### src/rtl/output_credit_tracker_if.sv
// Bundle between the switch/VC allocators and one output port's credit tracker.
// The router side drives the grants, credit returns and claims; the tracker drives back registered counts and flags.
interface output_credit_tracker_if #(
   parameter int NUM_VCS          = 2,
   parameter int VC_ID_BITS       = 1,
   parameter int CREDIT_CTR_WIDTH = 3
);
   logic                                      op_grant_i;
   logic [VC_ID_BITS-1:0]                     vc_sel_i;
   logic                                      tail_i;
   logic                                      credit_valid_i;
   logic [VC_ID_BITS-1:0]                     credit_vc_i;
   logic                                      vc_claim_valid_i;
   logic [VC_ID_BITS-1:0]                     vc_claim_id_i;
   logic [NUM_VCS-1:0][CREDIT_CTR_WIDTH-1:0]  credits_avail_count_r;
   logic [NUM_VCS-1:0]                        vc_idle_r;
   logic                                      credit_err_r;

   modport master (
      output op_grant_i, vc_sel_i, tail_i, credit_valid_i, credit_vc_i,
             vc_claim_valid_i, vc_claim_id_i,
      input  credits_avail_count_r, vc_idle_r, credit_err_r
   );

   modport slave (
      input  op_grant_i, vc_sel_i, tail_i, credit_valid_i, credit_vc_i,
             vc_claim_valid_i, vc_claim_id_i,
      output credits_avail_count_r, vc_idle_r, credit_err_r
   );
endinterface

### src/rtl/output_credit_tracker.sv
// Per-VC downstream credit counters and IDLE/ACTIVE/DRAIN state for one output port.
// Latency: one cycle from any event to the registered outputs. No backpressure: every event is taken in its cycle.
module output_credit_tracker #(
   parameter int NUM_VCS          = 2,
   parameter int VC_ID_BITS       = 1,
   parameter int BUFFER_DEPTH     = 4,
   parameter int CREDIT_CTR_WIDTH = 3
) (
   input  logic                    clk,
   input  logic                    arst_n,
   output_credit_tracker_if.slave  bus
);

   typedef enum logic [1:0] {VC_IDLE, VC_ACTIVE, VC_DRAIN} vc_state_t;

   localparam logic [CREDIT_CTR_WIDTH-1:0] FULL = CREDIT_CTR_WIDTH'(BUFFER_DEPTH);

   logic [NUM_VCS-1:0]                        dec;
   logic [NUM_VCS-1:0]                        inc;
   logic [NUM_VCS-1:0]                        claim;
   logic [NUM_VCS-1:0][CREDIT_CTR_WIDTH-1:0]  nxt_cnt;
   logic                                      err_evt;
   vc_state_t                                 state [NUM_VCS];

   // An out-of-range VC index decodes to no VC, so the event is dropped and only flagged.
   always_comb begin
      dec   = '0;
      inc   = '0;
      claim = '0;
      for (int v = 0; v < NUM_VCS; v++) begin
         dec[v]   = bus.op_grant_i       && (bus.vc_sel_i      == VC_ID_BITS'(v));
         inc[v]   = bus.credit_valid_i   && (bus.credit_vc_i   == VC_ID_BITS'(v));
         claim[v] = bus.vc_claim_valid_i && (bus.vc_claim_id_i == VC_ID_BITS'(v));
      end
   end

   always_comb begin
      nxt_cnt = bus.credits_avail_count_r;
      err_evt = (bus.op_grant_i && !(|dec)) ||
                (bus.credit_valid_i && !(|inc)) ||
                (bus.vc_claim_valid_i && !(|claim));
      for (int v = 0; v < NUM_VCS; v++) begin
         if (dec[v] && !inc[v]) begin
            if (bus.credits_avail_count_r[v] == '0) err_evt = 1'b1;
            else nxt_cnt[v] = bus.credits_avail_count_r[v] - 1'b1;
         end else if (inc[v] && !dec[v]) begin
            if (bus.credits_avail_count_r[v] == FULL) err_evt = 1'b1;
            else nxt_cnt[v] = bus.credits_avail_count_r[v] + 1'b1;
         end
         if (claim[v] && state[v] != VC_IDLE) err_evt = 1'b1;
         if (dec[v] && state[v] == VC_IDLE && !claim[v]) err_evt = 1'b1;
         if (dec[v] && state[v] == VC_DRAIN) err_evt = 1'b1;
      end
   end

   always_ff @(posedge clk or negedge arst_n) begin
      if (!arst_n) begin
         for (int v = 0; v < NUM_VCS; v++) state[v] <= VC_IDLE;
         bus.credits_avail_count_r <= {NUM_VCS{FULL}};
         bus.vc_idle_r             <= '1;
         bus.credit_err_r          <= 1'b0;
      end else begin
         bus.credits_avail_count_r <= nxt_cnt;
         bus.credit_err_r          <= bus.credit_err_r | err_evt;
         for (int v = 0; v < NUM_VCS; v++) begin
            // A claim on a busy VC freezes that VC's state for the cycle.
            case (state[v])
               VC_IDLE: begin
                  if (claim[v]) begin
                     state[v]         <= (dec[v] && bus.tail_i) ? VC_DRAIN : VC_ACTIVE;
                     bus.vc_idle_r[v] <= 1'b0;
                  end
               end
               VC_ACTIVE: begin
                  if (!claim[v] && dec[v] && bus.tail_i) state[v] <= VC_DRAIN;
               end
               VC_DRAIN: begin
                  if (!claim[v] && nxt_cnt[v] == FULL) begin
                     state[v]         <= VC_IDLE;
                     bus.vc_idle_r[v] <= 1'b1;
                  end
               end
               default: begin
                  state[v]         <= VC_IDLE;
                  bus.vc_idle_r[v] <= 1'b1;
               end
            endcase
         end
      end
   end

endmodule
### src/flat_wrapper.sv
// flat-port wrapper written by rule: the top's interface ports become plain ports
module output_credit_tracker_flat 
#(
   parameter int NUM_VCS          = 2,
   parameter int VC_ID_BITS       = 1,
   parameter int BUFFER_DEPTH     = 4,
   parameter int CREDIT_CTR_WIDTH = 3
)
  (clk, arst_n, bus_op_grant_i, bus_vc_sel_i, bus_tail_i, bus_credit_valid_i, bus_credit_vc_i, bus_vc_claim_valid_i, bus_vc_claim_id_i, bus_credits_avail_count_r, bus_vc_idle_r, bus_credit_err_r);
  output_credit_tracker_if #(.NUM_VCS(NUM_VCS), .VC_ID_BITS(VC_ID_BITS), .CREDIT_CTR_WIDTH(CREDIT_CTR_WIDTH)) bus_i ();
  input  logic clk;
  input  logic arst_n;
  input wire logic [$bits(bus_i.op_grant_i)-1:0] bus_op_grant_i;
  input wire logic [$bits(bus_i.vc_sel_i)-1:0] bus_vc_sel_i;
  input wire logic [$bits(bus_i.tail_i)-1:0] bus_tail_i;
  input wire logic [$bits(bus_i.credit_valid_i)-1:0] bus_credit_valid_i;
  input wire logic [$bits(bus_i.credit_vc_i)-1:0] bus_credit_vc_i;
  input wire logic [$bits(bus_i.vc_claim_valid_i)-1:0] bus_vc_claim_valid_i;
  input wire logic [$bits(bus_i.vc_claim_id_i)-1:0] bus_vc_claim_id_i;
  output wire logic [$bits(bus_i.credits_avail_count_r)-1:0] bus_credits_avail_count_r;
  output wire logic [$bits(bus_i.vc_idle_r)-1:0] bus_vc_idle_r;
  output wire logic [$bits(bus_i.credit_err_r)-1:0] bus_credit_err_r;
  assign bus_i.op_grant_i = bus_op_grant_i;
  assign bus_i.vc_sel_i = bus_vc_sel_i;
  assign bus_i.tail_i = bus_tail_i;
  assign bus_i.credit_valid_i = bus_credit_valid_i;
  assign bus_i.credit_vc_i = bus_credit_vc_i;
  assign bus_i.vc_claim_valid_i = bus_vc_claim_valid_i;
  assign bus_i.vc_claim_id_i = bus_vc_claim_id_i;
  assign bus_credits_avail_count_r = bus_i.credits_avail_count_r;
  assign bus_vc_idle_r = bus_i.vc_idle_r;
  assign bus_credit_err_r = bus_i.credit_err_r;
  output_credit_tracker #(.NUM_VCS(NUM_VCS), .VC_ID_BITS(VC_ID_BITS), .BUFFER_DEPTH(BUFFER_DEPTH), .CREDIT_CTR_WIDTH(CREDIT_CTR_WIDTH)) u_core (.clk(clk), .arst_n(arst_n), .bus(bus_i));
endmodule
### config.mk
export PLATFORM = sky130hd
export DESIGN_NAME = output_credit_tracker_flat
export DESIGN_NICKNAME = d
export VERILOG_FILES = /design/src/rtl/output_credit_tracker_if.sv /design/src/rtl/output_credit_tracker.sv /design/src/flat_wrapper.sv
export SDC_FILE = /design/constraint.sdc
export NUM_CORES = 1
export LEC_CHECK = 0
export ABC_AREA = 1
export CORE_MARGIN = 8
export CORE_UTILIZATION = 45
export CTS_CLUSTER_SIZE = 10
export DETAILED_ROUTE_END_ITERATION = 7
export PLACE_DENSITY = 0.68
export SYNTH_ARGS = -nofsm -noshare
export SYNTH_HDL_FRONTEND = slang
export SYNTH_SLANG_ARGS = --single-unit
### constraint.sdc
create_clock -name clk -period 2.4 [get_ports clk]
set_input_delay 0.24 -clock clk [delete_from_list [all_inputs] [get_ports clk]]
set_output_delay 0.24 -clock clk [all_outputs]
set_load 0.005 [all_outputs]
Word-level counts from Yosys, hierarchy flattened. Cells that the tools add are included.

$add $sub $neg: 4. Equality and inequality tests: 14. Multiplexer cells: 38. Bitwise gates (word level): 6. Reductions and logical operators: 53.

Operator list (number): $logic_and 1x1->1 (29); $mux 3 (8); $mux 1 (18); $mux 2 (8); $eq 3x3->1 const B (4); $pmux 2 s3 (2); $reduce_and 3->1 (4); $logic_not 1->1 (9); $ne 2x1->1 const B (4); $add 3x1->3 const B (2); $logic_not 3->1 (2); $pmux 1 s3 (2); $reduce_or 2->1 (3); $sub 3x1->3 const B (2); $not 1->1 (5); $eq 2x1->1 const B (2); $eq 2x2->1 const B (2); $logic_not 2->1 (2); $ne 2x2->1 const B (2); $reduce_bool 2->1 (2); $logic_or 1x1->1 (2); $or 1x1->1 (1).

Register bits: 13. Bits of input ports: 9. Output and inout bits: 9. Logic and storage cells: 122.

Logic depth before layout (Yosys ltp). Gate-level depths: netlist of run 1.

Depth after elaboration: 20. Depth in mapped cells: 13. Depth with buffers taken out: 13.

Least setup slack after synthesis of run 1. No wires, ideal clock.

Path kind: register to register. Start point: register u_core.bus.credits_avail_count_r[3]. End point: register u_core.bus.vc_idle_r[1]. Library setup time: 0.075 ns. Arrival time: 1.436 ns. Required time: 2.325 ns. Setup slack: 0.888 ns. Stages on the path, launching flop included: 12. Buffers on the path: 0. Period minus slack after synthesis: 1.512 ns. Cell sequence: dfrtp_1 inv_1 ha_1 nand2_1 nand2_1 o21ai_0 a21boi_4 nand2_2 nand2_2 nand2_1 nand2_1 nand2_1.

RTL lines: start: declaration (line output_credit_tracker_if.sv:28) `output credits_avail_count_r, vc_idle_r, credit_err_r`; start signal: assignment (line output_credit_tracker.sv:59) `bus.credits_avail_count_r <= {NUM_VCS{FULL}};`; start signal: assignment (line output_credit_tracker.sv:63) `bus.credits_avail_count_r <= nxt_cnt;`; end signal: assignment (line output_credit_tracker.sv:60) `bus.vc_idle_r <= '1;`; end signal: indexed assignment (line output_credit_tracker.sv:71) `bus.vc_idle_r[v] <= 1'b0;`; end signal: indexed assignment (line output_credit_tracker.sv:80) `bus.vc_idle_r[v] <= 1'b1;`; end: declaration (line output_credit_tracker_if.sv:28).

==> metrics.md, run 1 <==
| Metric | Value |
|---|---|
| Clock sink total | 13 |
| Min Tclk post-route | 1660 ps |
| CORE AREA | 2230 um^2 |
| DR pass1 iterations | 4 |
| Top_reg_cell synth | dfrtp_1 |
| Clock Latency Late Sink | 270 ps |
| Final Hold Fails | 0 |
| Post-DP HPWL | 1910 um |
| Clk_skew | 3.18 ps |
| Vias in the first global route | 1001 |
| Initial DRC Count | 48 |
| RSZ-0062 raised after global routing | no |
| Final Net Count | 199 |
| GRT Util Overall | 11.8% |
| Max Fclk | 601 MHz |
| Top cells by count, synth | nand2_1 (48), inv_1 (22), nor2_1 (20) |
| DR vias/cell | 4.90 |
| ANT cells | 0 |
| Post-synth cell types | 25 |
| Initial antenna violation count | 0 |
| Share of Yosys cell area claimed by the top area cell type | 20.8% |
| Antenna Violating Nets Remaining | 0 |
| Max VDD drop | 0.793 mV |
| DIE HEIGHT | 65.0 um |
| Wire per inst | 10.9 um |
| Syn Inst Count | 162 |
| Clock buffer count from CTS | 3 |
| H-tree Lvls | 1 |
| PD cells | 1090 nW/um^2 |
| Number of core rows | 17 |
| Worst-path clk slew | 70 ps |
| Leak | 0.701 nW |
| Outcome | finished clean |
| Hold Buf Count CTS | 0 |
| Starting Density | 48.4% |
| Avg Cell Area, Syn | 6.67 um^2 |
| CP required | 2610 ps |
| Max-slew violations | 0 |
| Clock Tree Root | clkbuf_4 |
| Sequential share of the synthesized area | 30.6% |
| Fin Setup TNS | 0 ps |
| Number of remaining DRC errors | 0 |
| Final setup viols | 0 |
| Synth top area cells | dfrtp_1 (21%), nand2_1 (17%), dfstp_2 (9.7%), inv_1 (7.6%), ha_1 (6.9%) |
| Top-count cell post-synth | nand2_1 |
| Post-CTS Setup Bufs | 0 |
| Port Buffers | 17 |
| CTS tree | built |
| Hold crit path type | in -> async |
| Slew @ Worst Pin | 563 ps |
| Drt total wl | 2300 um |
| PostCTS Resize Cnt | 0 |
| Arrival time at the worst endpoint | 1870 ps |
| Synthesized flop and latch total | 13 |
| Die area | 4230 um^2 |
| Synth Warn # | 0 |
| Fin crit share | 69.4% |
| Worst Reg-to-Reg Cells | 11 |
| Startpoint types | flop |
| Final GP Congestion | 0.862 |
| Largest net degree at the start of global routing | 14 |
| Slew HR | 62.3% |
| First-pass GRT wire length | 4230 um |
| Synthesized area | 1080 um^2 |
| Routed via count | 1034 |
| EDFF count, synth | 0 |
| Async S/R FF share, synth | 100% |
| Crit path max fanout | 4 |
| Layout Area Growth over Synthesis | 21.4% |
| Die width | 65.0 um |
| Worst Setup Path Type | reg -> reg |
| Deepest clock path buffer count | 2 |
| Post-synth top area cell | dfrtp_1 |
| Max-cap violations | 0 |
| RR Startpoint | u_core.bus.credits_avail_count_r[3] |
| Min Hold Slack | 328 ps |
| Total gr overflow | 0 |
| Fraction of layout cells with a size suffix above 1 | 13.7% |
| Worst flop-to-flop path endpoint | u_core.bus.vc_idle_r[1] |
| Reg2Reg Setup Slack | 740 ps |
| I/O pins | 18 |
| Syn_nets | 177 |
| Critical path capture point type | flop |
[how the worst max path moves through the flow]
| stage | startpoint | slack (ps) | endpoint |
|---|---|---|---|
| detailed placement | bus_credit_valid_i | 540 | u_core.state[2] |
| floorplan | u_core.bus.credits_avail_count_r[3] | 890 | u_core.bus.vc_idle_r[1] |
| global placement | bus_credit_valid_i | 540 | u_core.state[2] |
| global route | u_core.bus.credits_avail_count_r[1] | 470 | u_core.bus.vc_idle_r[0] |
| finish | u_core.bus.credits_avail_count_r[3] | 740 | u_core.bus.vc_idle_r[1] |
| CTS | u_core.bus.credits_avail_count_r[3] | 730 | u_core.bus.vc_idle_r[1] |
[area by class of cell]
| class | count | area [um^2] |
|---|---|---|
| Timing Repair Buffer | 17 | 170 |
| Multi-Input combinational cell | 125 | 659 |
| Inverter | 24 | 91.3 |
| Clock buffer | 4 | 26.3 |
| Sequential cell | 13 | 330 |
| Tap cell | 28 | 35.0 |
| Fill cell | 230 | 921 |
[placed cells by master (no fill, tap or decap)]
cell type and count:
nand3b_1 1, ha_1 6, nor2_4 2, nor2_2 2, o21ai_0 8, inv_2 1, clkbuf_1 1, o2111ai_1 1
a21oi_1 4, a21boi_4 1, nand4_1 1, nor4_1 1, inv_1 22, o21ai_1 1, clkinv_2 1, nand2_2 9
dfrtp_1 9, clkdlybuf4s50_1 17, nand3_1 13, clkbuf_4 3, o21a_4 1, nor2_1 20, o31ai_1 2, a21o_1 2
dfstp_2 4, nand3_2 1, nand2_1 48, nor3_1 1
[kinds of logic after synthesis]
kind of cell             share of synthesized area, %
AND/OR/NAND/NOR                                  41.3
buffers and inverters                            8.45
AO/OA/AOI/OAI                                    12.7
adder cells (fa/ha/maj)                          6.94
flip-flops                                       30.6
[routing by layer]
layer  share of wire [%]  vias to the layer above  wire (um)  global-route usage (%)
met5                   0                        -          0                       0
met4                0.83                        0         19                    2.45
met3                 3.8                        4         88                    1.89
met2                  43                       22        996                    19.5
met1                  52                      454       1200                    15.7
li1                    -                      554          -                       -
[worst max-delay path: stages (launching register included)]
cell	delay, ps
dfrtp_1	420
inv_1	100
ha_1	240
nand2_1	130
nand2_1	60
o21ai_0	140
a21boi_4	240
nand2_2	70
nand2_2	70
nand2_1	50
nand2_1	50
nand2_1	40
[flip-flops by register name, indices dropped and copies added (netlist names)]
signal and flops:
u_core.bus.credits_avail_count_r 6, u_core.state 4, u_core.bus.vc_idle_r 2, u_core.bus.credit_err_r 1
[power breakdown]
| part | leakage (nW) | switching [W] | internal [W] | total [W] |
|---|---|---|---|---|
| sequential | 0.148 | 0.000101 | 0.000342 | 0.000442 |
| combinational | 0.537 | 0.000475 | 0.000382 | 0.000857 |
| clock | 0.0150 | 0.0000657 | 0.0000644 | 0.000130 |
[stage by stage]
stage	total power (W)	instances	cell area (um^2)	worst slack, ps	util (%)
after detailed placement	0.00130	207	1290	543	57.6
after CTS	0.00144	211	1310	729	58.8
after global routing	0.00160	211	1310	469	58.8
final	0.00143	211	1310	735	58.8
after floorplan	0.00102	162	1080	888	-
after global placement	0.00129	207	1290	541	57.6
(Power assumes the default switching activity.)
==> run 2: changes to the inputs <==
--- a/config.mk
+++ b/config.mk
@@ -10,7 +10,7 @@
 export CORE_UTILIZATION = 45
 export CTS_CLUSTER_SIZE = 10
 export DETAILED_ROUTE_END_ITERATION = 7
-export PLACE_DENSITY = 0.68
+export PLACE_DENSITY = 0.71
 export SYNTH_ARGS = -nofsm -noshare
 export SYNTH_HDL_FRONTEND = slang
 export SYNTH_SLANG_ARGS = --single-unit
==> constraint.sdc (replaced) <==
create_clock -name clk -period 1.3 [get_ports clk]
set_input_delay 0.13 -clock clk [delete_from_list [all_inputs] [get_ports clk]]
set_output_delay 0.13 -clock clk [all_outputs]
set_load 0.005 [all_outputs]
==> run 2 against run 1 <==
Compared with the run above:
- the run now ends with negative setup slack left
- first-iteration DRC count grew 4.2%
- power grew to 2.7 times the previous value
- flip-flop and latch count is the same
- setup slack lost 1100 ps
- critical endpoint is now u_core.state[2]
==> metrics.md, run 2 (synthesis gave the netlist of run 1 again) <==
| Metric | Value |
|---|---|
| Gate power share | 73.3% (was 60.0%) |
| Power consumption | 0.00391 W (was 0.00143 W) |
| Max VDD drop | 1.92 mV (was 0.793 mV) |
| Min Tclk post-route | 1620 ps (was 1660 ps) |
| CORE AREA | 2230 um^2 (unchanged) |
| Fillers | 164 (was 230) |
| GRT Util Overall | 14.9% (was 11.8%) |
| Hold crit path type | in -> async (unchanged) |
| Vias in the first global route | 1231 (was 1001) |
| Worst setup path start | u_core.bus.credits_avail_count_r[1] (was u_core.bus.credits_avail_count_r[3]) |
| Drt total wl | 3460 um (was 2300 um) |
| Clk_skew | 4.39 ps (was 3.18 ps) |
| Post-DP HPWL | 2340 um (was 1910 um) |
| Critical path capture point type | flop (unchanged) |
| Slew @ Worst Pin | 278 ps (was 563 ps) |
| First-pass GRT wire length | 5170 um (was 4230 um) |
| CP required | 1470 ps (was 2610 ps) |
| I/O pins | 18 (unchanged) |
| CTS tree | built (unchanged) |
| Final Hold Fails | 0 (unchanged) |
| Port Buffers | 17 (unchanged) |
| Worst Reg-to-Reg Cells | 11 (unchanged) |
| RR Startpoint | u_core.bus.credits_avail_count_r[1] (was u_core.bus.credits_avail_count_r[3]) |
| Routed via count | 1296 (was 1034) |
| Clock network fraction of total power | 6.3% (was 9.1%) |
| Final GP Congestion | 0.885 (was 0.862) |
| Reg area | 330 um^2 (unchanged) |
| Seq pwr share | 20.3% (was 30.9%) |
| Starting Density | 48.4% (unchanged) |
| Layout Area Growth over Synthesis | 62.4% (was 21.4%) |
| Post-Place Cells | 233 (was 207) |
| Initial antenna violation count | 0 (unchanged) |
| Clock Tree Root | clkbuf_4 (unchanged) |
| Psw | 0.00175 W (was 0.000641 W) |
| Clock Latency Late Sink | 270 ps (about the same) |
| Initial DRC Count | 50 (was 48) |
| Worst-path clk slew | 80 ps (was 70 ps) |
| H-tree Lvls | 1 (unchanged) |
| Die width | 65.0 um (unchanged) |
| Top reg by flops | u_core.bus.credits_avail_count_r (unchanged) |
| Multi-input combinational cell area | 838 um^2 (was 659 um^2) |
| Antenna Violating Nets Remaining | 0 (unchanged) |
| Pint | 0.00216 W (was 0.000788 W) |
| Outcome | finished, violations left (was finished clean) |
| Largest net degree at the start of global routing | 14 (unchanged) |
| Total gr overflow | 0 (unchanged) |
| RSZ-0062 raised after global routing | yes (was no) |
| Min Hold Slack | 146 ps (was 328 ps) |
| Wire per inst | 14.0 um (was 10.9 um) |
| Largest register FFs | 6 (unchanged) |
| Cell Count, Final, Fillers Out | 247 (was 211) |
| DR vias/cell | 5.25 (was 4.90) |
| PD cells | 2230 nW/um^2 (was 1090 nW/um^2) |
| DIE HEIGHT | 65.0 um (unchanged) |
| Number of core rows | 17 (unchanged) |
| Commonest non-fill, non-tap cells in the layout | nand2_1 (34), buf_4 (34), nor2_1 (17), nand2_2 (16), inv_1 (14) (was nand2_1 (48), inv_1 (22), nor2_1 (20), clkdlybuf4s50_1 (17), nand3_1 (13)) |
| Final setup viols | 11 (was 0) |
| Fraction of layout cells with a size suffix above 1 | 47.0% (was 13.7%) |
| Startpoint types | flop (unchanged) |
| Clock buffer count from CTS | 3 (unchanged) |
| DR pass1 iterations | 4 (unchanged) |
| Max-slew violations | 0 (unchanged) |
| Net Sw Frac | 44.9% (was 44.8%) |
| Final Net Count | 235 (was 199) |
| Crit path max fanout | 3 (was 4) |
| Max-cap violations | 0 (unchanged) |
| Failing checks | negative setup slack |
| Die area | 4230 um^2 (unchanged) |
| Fin Setup TNS | -1970 ps (was 0 ps) |
| Worst Setup Path Type | reg -> reg (unchanged) |
| Fin crit share | 125% (was 69.4%) |
| Number of remaining DRC errors | 0 (unchanged) |
| Deepest clock path buffer count | 2 (unchanged) |
| Final WS setup | -323 ps (was 735 ps) |
| Slew HR | 81.3% (was 62.3%) |
| Clock sink total | 13 (unchanged) |
| Arrival time at the worst endpoint | 1800 ps (was 1870 ps) |
| Biggest regs | u_core.bus.credits_avail_count_r (6), u_core.state (4), u_core.bus.vc_idle_r (2) (unchanged) |
| Leak | 0.937 nW (was 0.701 nW) |
| ANT cells | 0 (unchanged) |
| Max Fclk | 616 MHz (was 601 MHz) |
-- run 2: metrics by stage --
step                      cell area [um^2]  util, %  setup slack [ps]
after floorplan                       1120        -              -133
after global placement                1520     67.9              -456
after detailed placement              1520     67.9              -544
after CTS                             1620     72.7              -202
after global routing                  1760     78.6              -383
final                                 1760     78.6              -323
-- run 2: worst max-delay path, stage by stage, from the launching register on --
cell and delay [ps]:
dfrtp_1 390, inv_2 110, ha_4 210, inv_2 60
nand2_1 70, o21ai_1 120, nand2_1 120, nand3_2 80
nor2_2 40, nand2_1 70, nand2_2 70, a21o_1 170
-- run 2: metal layers --
metal  share of wire, %  routed length (um)  up-vias  global-route usage [%]
met1                 41                1430      618                    15.1
met2                 52                1790       31                    28.7
met4                3.5                 120        0                    7.08
li1                   -                   -      632                       -
met5                  0                   0        -                       0
met3                3.6                 123       15                    2.58
-- run 2: final cells by class --
| cell class | count | area share [%] |
|---|---|---|
| Timing Repair Buffer | 53 | 24.7 |
| Multi-Input combinational cell | 125 | 47.8 |
| Tap cell | 28 | 2.00 |
| Sequential cell | 13 | 18.8 |
| Inverter | 24 | 5.20 |
| Clock buffer | 4 | 1.50 |
-- run 2: worst paths after layout --
path | to | slack, ps
worst max-delay path | u_core.state[2] | -320
worst min-delay path | u_core.state[2] | 150
worst max register to register | u_core.state[2] | -320
worst min register to register | u_core.bus.vc_idle_r[0] | 470
max in group asynchronous | u_core.bus.vc_idle_r[0] | 910
min in group clk | u_core.bus.vc_idle_r[0] | 470
-- run 2: repair_timing --
action,in CTS,in global routing
setup buffers,7,3
hold buffers,0,0
gates resized for setup,27,35
setup endpoints to repair,16,15
pin swaps,7,18
cloned,0,0
-- run 2: power groups by stage --
stage	Clock, W	Combinational, W	Sequential, W
4_1_cts	0.000250	0.00246	0.000774
6_report	0.000247	0.00287	0.000796
5_1_grt	0.000270	0.00310	0.000812
2_1_floorplan	0	0.00121	0.000815
3_3_place_gp	0	0.00220	0.000780
3_5_place_dp	0	0.00230	0.000784
